<file path="config.mk">
export PLATFORM = sky130hd
export DESIGN_NAME = instr_decode_ctrl
export DESIGN_NICKNAME = d
export VERILOG_FILES = /design/src/rtl/cr16_pkg.sv /design/src/rtl/imm_ext.sv /design/src/rtl/instr_decode_ctrl.sv
export SDC_FILE = /design/constraint.sdc
export NUM_CORES = 1
export LEC_CHECK = 0
export ABC_CLOCK_PERIOD_IN_PS = 2000
export BUFFER_PORTS_ARGS = -buffer_cell sky130_fd_sc_hd__buf_4
export CORE_ASPECT_RATIO = 1.2
export CORE_MARGIN = 4
export CORE_UTILIZATION = 46
export CTS_CLUSTER_DIAMETER = 120
export DETAILED_ROUTE_END_ITERATION = 12
export PLACE_DENSITY_LB_ADDON = 0.1
export REMOVE_ABC_BUFFERS = 1
export SLEW_MARGIN = 40
export SYNTH_ARGS = -nofsm -noshare
export SYNTH_HDL_FRONTEND = slang
export SYNTH_SLANG_ARGS = --single-unit
export TNS_END_PERCENT = 10
</file>
<file path="constraint.sdc">
create_clock -name clk -period 2 [get_ports clk]
set_input_delay 0.1 -clock clk [delete_from_list [all_inputs] [get_ports clk]]
set_output_delay 0.1 -clock clk [all_outputs]
set_load 0.05 [all_outputs]
</file>
<file path="src/rtl/cr16_pkg.sv">
// cr16_pkg: shared opcode/opext encodings and controller state encoding
package cr16_pkg;
  localparam logic [3:0] OP_RTYPE = 4'b0000;
  localparam logic [3:0] OP_ADD   = 4'b0101;
  localparam logic [3:0] OP_SUB   = 4'b1001;
  localparam logic [3:0] OP_AND   = 4'b0001;
  localparam logic [3:0] OP_XOR   = 4'b0011;
  localparam logic [3:0] OP_OR    = 4'b0010;
  localparam logic [3:0] EXT_ADD  = 4'b0101;
  localparam logic [3:0] EXT_SUB  = 4'b1001;
  localparam logic [3:0] EXT_AND  = 4'b0001;
  localparam logic [3:0] EXT_XOR  = 4'b0011;
  localparam logic [3:0] EXT_OR   = 4'b0010;
  typedef enum logic [1:0] {S_FETCH, S_DECODE, S_EXEC, S_WB} state_t;
  function automatic logic is_alu_fn(input logic [3:0] f);
    return f == OP_ADD || f == OP_SUB || f == OP_AND || f == OP_XOR || f == OP_OR;
  endfunction
endpackage

</file>
<file path="src/rtl/imm_ext.sv">
// imm_ext: 8-to-16 bit immediate extender, sign or zero
module imm_ext (
  input  logic [7:0]  imm8,
  input  logic        sign_ext,
  output logic [15:0] imm16
);
  assign imm16 = {{8{sign_ext & imm8[7]}}, imm8};
endmodule

</file>
<file path="src/rtl/instr_decode_ctrl.sv">
// instr_decode_ctrl: fetch/decode/execute/writeback controller, one instruction in flight
module instr_decode_ctrl
  import cr16_pkg::*;
#(
  parameter int DATA_W = 16,
  parameter int REG_AW = 4,
  parameter int CNT_W  = 16
) (
  input  logic              clk,
  input  logic              reset,
  output logic              mem_req,
  input  logic              mem_ack,
  input  logic [DATA_W-1:0] instr,
  output logic [3:0]        opcode,
  output logic [3:0]        opext,
  output logic [REG_AW-1:0] ra1,
  output logic [REG_AW-1:0] ra2,
  output logic [REG_AW-1:0] wa,
  output logic [DATA_W-1:0] imm,
  output logic              alusrcb,
  output logic              regwrite,
  output logic              pc_en,
  output logic              illegal,
  output logic [CNT_W-1:0]  retired
);
  state_t state, nxt;
  logic [DATA_W-1:0] ir;
  logic legal_q, itype, legal;
  assign opcode = ir[15:12];
  assign opext  = ir[7:4];
  assign ra1    = ir[11:8];
  assign ra2    = ir[3:0];
  assign wa     = ir[11:8];
  assign itype  = is_alu_fn(opcode);
  assign legal  = itype || (opcode == OP_RTYPE && is_alu_fn(opext));
  imm_ext u_imm_ext (
    .imm8     (ir[7:0]),
    .sign_ext (opcode == OP_ADD || opcode == OP_SUB),
    .imm16    (imm)
  );
  always_ff @(posedge clk or posedge reset) begin
    if (reset) begin
      state   <= S_FETCH;
      ir      <= '0;
      legal_q <= 1'b0;
      retired <= '0;
    end else begin
      state <= nxt;
      if (state == S_FETCH && mem_ack) ir <= instr;
      if (state == S_DECODE) legal_q <= legal;
      if (state == S_WB && legal_q) retired <= retired + CNT_W'(1);
    end
  end
  // mem_req is masked by reset so it reads 0 while reset is held
  always_comb begin
    nxt      = state == S_FETCH ? (mem_ack ? S_DECODE : S_FETCH) :
               state == S_DECODE ? S_EXEC : state == S_EXEC ? S_WB : S_FETCH;
    mem_req  = state == S_FETCH && !reset;
    alusrcb  = itype;
    pc_en    = state == S_WB;
    regwrite = state == S_WB && legal_q;
    illegal  = state == S_WB && !legal_q;
  end
endmodule

</file>
; ---- Word level (Yosys, flattened, before mapping)
; Index checks and enable logic that the tools add are counted.
[totals]
ff_bits = 35
word_cells = 41
[op_classes]
n_reduce_logical = 18
add_sub_neg = 1
n_bitwise = 1
n_mux = 4
n_eq_ne = 13
[op_table]
columns = op, count
row1 = "16-bit by 1-bit adder with 16-bit output, second input constant", 1
row2 = "4-bit by 2-bit equality test with 1-bit output, second input constant", 4
row3 = 1-bit logical OR, 9
row4 = "4-bit by 1-bit equality test with 1-bit output, second input constant", 2
row5 = "4-bit by 3-bit equality test with 1-bit output, second input constant", 2
row6 = "4-bit equality test, second input constant", 2
row7 = 2-bit 2-to-1 mux, 3
row8 = 1-bit logical AND, 5
row9 = "2-bit equality test, second input constant", 2
row10 = 4-bit zero test, 1
row11 = "2-bit by 1-bit equality test with 1-bit output, second input constant", 1
row12 = 1-bit zero test, 2
row13 = 2-bit zero test, 1
row14 = 1-bit bitwise AND, 1
row15 = 1-bit 2-to-1 mux, 1

; ---- Depth between registers and ports, before layout
[logic_depth]
word_depth = 7
ltp_mapped = 5

; ---- Hierarchy
; From an unflattened synthesis, not the netlist that was laid out.
[unflattened]
hier_cells = 141
area_unflattened_um2 = 1712.9
[modules_own_cells]
columns = mod, cells_per_inst, n_inst, area_each_um2, seq_area_each_um2
row1 = instr_decode_ctrl, 125, 1, 1594.0, 875.8
row2 = imm_ext, 16, 1, 118.9, 0.0

; ---- Worst setup path before layout
; Ideal clock, no wire load.
[synth_timing]
path_type = register to output
from = register ir[14]
to = output imm[10]
slack_ps = 165
t_arrival_ps = 1735
stages_incl_launch_ff = 4
cell_sequence = dfrtp_1 xor2_1 and3_1 buf_4
[synth_via]
elab_chain_cells = 3
elab_cells_between_ends = 4
cone_classes = eq/ne (2) / bitwise (1) / reduce/logical (1)
[synth_lines]
columns = element, line
row1 = start: declaration, instr_decode_ctrl.sv:27  ; logic [DATA_W-1:0] ir;
row2 = start signal: assignment, instr_decode_ctrl.sv:49  ; if (state == S_FETCH && mem_ack) ir <= instr;
row3 = 4-bit by 3-bit equality test with 1-bit output or 4-bit equality test (tied branches), instr_decode_ctrl.sv:38  ; .sign_ext (opcode == OP_ADD || opcode == OP_SUB),
row4 = 1-bit logical OR (*), instr_decode_ctrl.sv:38
row5 = 1-bit bitwise AND (*), imm_ext.sv:7  ; assign imm16 = {{8{sign_ext & imm8[7]}}, imm8};
row6 = end: declaration, instr_decode_ctrl.sv:19  ; output logic [DATA_W-1:0] imm,
; Every way passes the cells marked *; elsewhere a longest branch is shown, timed or not.

; ---- Final worst setup path
[layout_timing]
from = register ir[14]
to = output imm[9]
; The elaborated chain is that of the path after synthesis.

==> reports/metrics.cfg <==
[synthesis]
synthTopCellsByArea = dfrtp_1, mux2_2, buf_4
netlist_top_cells_count = dfrtp_1, buf_4, mux2_2, xnor2_1
syn_inst = 139
avgSynthCellArea_um2 = 12.08
synth_most_common_cell = dfrtp_1
synth_top_area_cell = dfrtp_1
synth_cell_types = 25
synth_area_um2 = 1679
async_reset_ff_frac = 1.000
yosys_register_bits = 35
ys_dominant_reg_cell = dfrtp_1
yosysSeqAreaShare = 0.5216
synth_top_area_share = 0.5216
yosysWarnings = 0
synth_edf_count = 0

[grt]
antenna_found_initial = 0
grt_pass1_wl_um = 5630
grt_use_total = 0.1572
grt_max_degree = 36
grt_pass1_vias = 1294
grt-ovfl-total = 0

[final_layout]
nNetsFinal = 227
final_core_util = 0.6558
drive_gt1_frac = 0.5222
finalInstanceArea_um2 = 2246
insertedDiodeCount = 0
syn_to_final_growth_pct = 33.76
layout.cells.non_filler = 240

[place]
gp_congestion = 0.7400
port_buffers = 75
placement.cell_area_um2 = 2148
place_hpwl_um = 2627
dp.cells = 232

[die]
dieHeight_um = 74.19
dieArea_um2 = 4685
io_pins = 76
num_rows = 23
start_util = 0.4903
die_w_um = 63.16
core-area_um2 = 3425

[setup_path]
crit_family = flip-flops
r2r_start = state[0]$_DFF_PP0_
path_buf_inv = 1
max_stage_delay_ns = 0.43
cp.arrival_ns = 1.43
rrSetupSlack_ns = 0.52
path_cells = xor2_1 -> and3_1 -> buf_4
cp-endpoint = imm[9]
cp-start-kind = flop
reg2reg_depth = 4
critPathMaxFanout = 8
path_class = flop to output port
slowest_stage = dfrtp_1
crit_start = ir[14]$_DFFE_PP0P_
crit_required_ns = 1.90
end_kind = output port
cp_num_cells = 3
r2r_end = ir[7]$_DFFE_PP0P_

[cts]
clock_latency_ns = 0.28
cts_made_buffers = 5
cts_setup_buffers = 0
clk_pin_slew_worst_paths_ns = 0.06
cts_max_level = 2
cts_tree = done
cts_buffer_depth = 2
cts_sinks = 35
cts_root_buffer = clkbuf_8

[route]
routed-via-count = 1230
dr.pass1.iters = 2
antenna_left = 0
drc = 0
drt-met1-wl_um = 1215
wl_per_cell_um = 14.16
routed_wl_um = 3398
met3_length_um = 355
drtIter0Drc = 30
vias_per_cell = 5.125
top_layer_used = met4
met2_length_um = 1749

[sta]
drv_slew = 0
timing_hold_violations_final = 0
fmax_ghz = 0.6533
min_period_ns = 1.531
slew_headroom = 0.7066
tightest_slew_ns = 0.4401
rsz0062_at_grt = no
finalSetupViolations = 0
post-route-period-util = 0.7654
clock_skew_ns = 0.004369

[worst_hold_path]
min-delay-path-class = primary input to flop

[job]
cap_violations = 0

[outcome]
status = completed

flip-flops by register name, indices dropped and copies added (netlist names):
register / count
legal_q: 1
state: 2
ir: 16
retired: 16
cells in the final DEF (no fill, tap or decap), drive strengths merged:
cell type,instances
and3,2
inv,5
ha,5
buf,76
nand2,8
mux2,17
a22o,2
and2,1
xnor2,11
a21oi,2
clkinv,1
nor2b,4
nor2,7
nor3,1
clkbuf,6
dfrtp,35
nand4,4
xor2,5
nand2b,2
nand3,4
o21ai,1
and4,3
dlygate4sd3,1
timing repair:
item / CTS / global route
endpoints found under the hold margin: 35 / 0
gates resized for setup: 0 / 0
hold buffers: 1 / 0
metrics by stage:
step                hold WS [ns]  worst slack, ns  TNS [ns]
global placement          0.2309           0.5545         0
global route             0.03161           0.3411         0
finish                   0.04663           0.4693         0
CTS                      0.03654           0.4505         0
floorplan                 0.2506           -1.937    -15.49
detailed placement        0.2643           0.5009         0
worst min-delay path by stage:
stage / start / end / slack (ns) / cells past startpoint
CTS: instr[2] / ir[2]$_DFFE_PP0P_ / 0.04 / 2
floorplan: reset / ir[0]$_DFFE_PP0P_ / 0.25 / 1
global placement: reset / ir[13]$_DFFE_PP0P_ / 0.23 / 3
detailed placement: reset / state[1]$_DFF_PP0_ / 0.26 / 3
global route: instr[8] / ir[8]$_DFFE_PP0P_ / 0.03 / 2
finish: instr[0] / ir[0]$_DFFE_PP0P_ / 0.05 / 2
worst register-to-register path: cells and delay by family (launching register included):
family                   cells  cell delay (ns)
multiplexers                 1             0.39
flip-flops                   1             0.37
AND/OR/NAND/NOR              1             0.31
adder cells (fa/ha/maj)      1             0.23
buffers and inverters        1             0.08
logic make-up after synthesis:
logic type | Yosys count | share of synthesized area
compound gates | 5 | 0.01937
flops | 35 | 0.5216
buf+inv | 25 | 0.09911
fa+ha+maj | 5 | 0.03726
simple gates | 36 | 0.1252
mux | 17 | 0.1140
xor+xnor | 16 | 0.08345
layer usage:
layer | vias up | track usage
li1 | 577 | -
met1 | 589 | 0.1526
met4 | 0 | 0.07598
met2 | 56 | 0.2896
met3 | 8 | 0.06647
met5 | - | 0
layout make-up:
type | count | area (um^2)
Fill cell | 274 | 1179
Multi-Input combinational cell | 79 | 636.9
Tap cell | 37 | 46.29
Timing Repair Buffer | 77 | 580.6
Clock buffer | 6 | 82.58
Inverter | 5 | 18.77
Sequential cell | 35 | 875.8
Clock inverter | 1 | 5.005
Power is not shown: default switching activity piles up to over one toggle a cycle in this logic, so the estimate is an artifact.
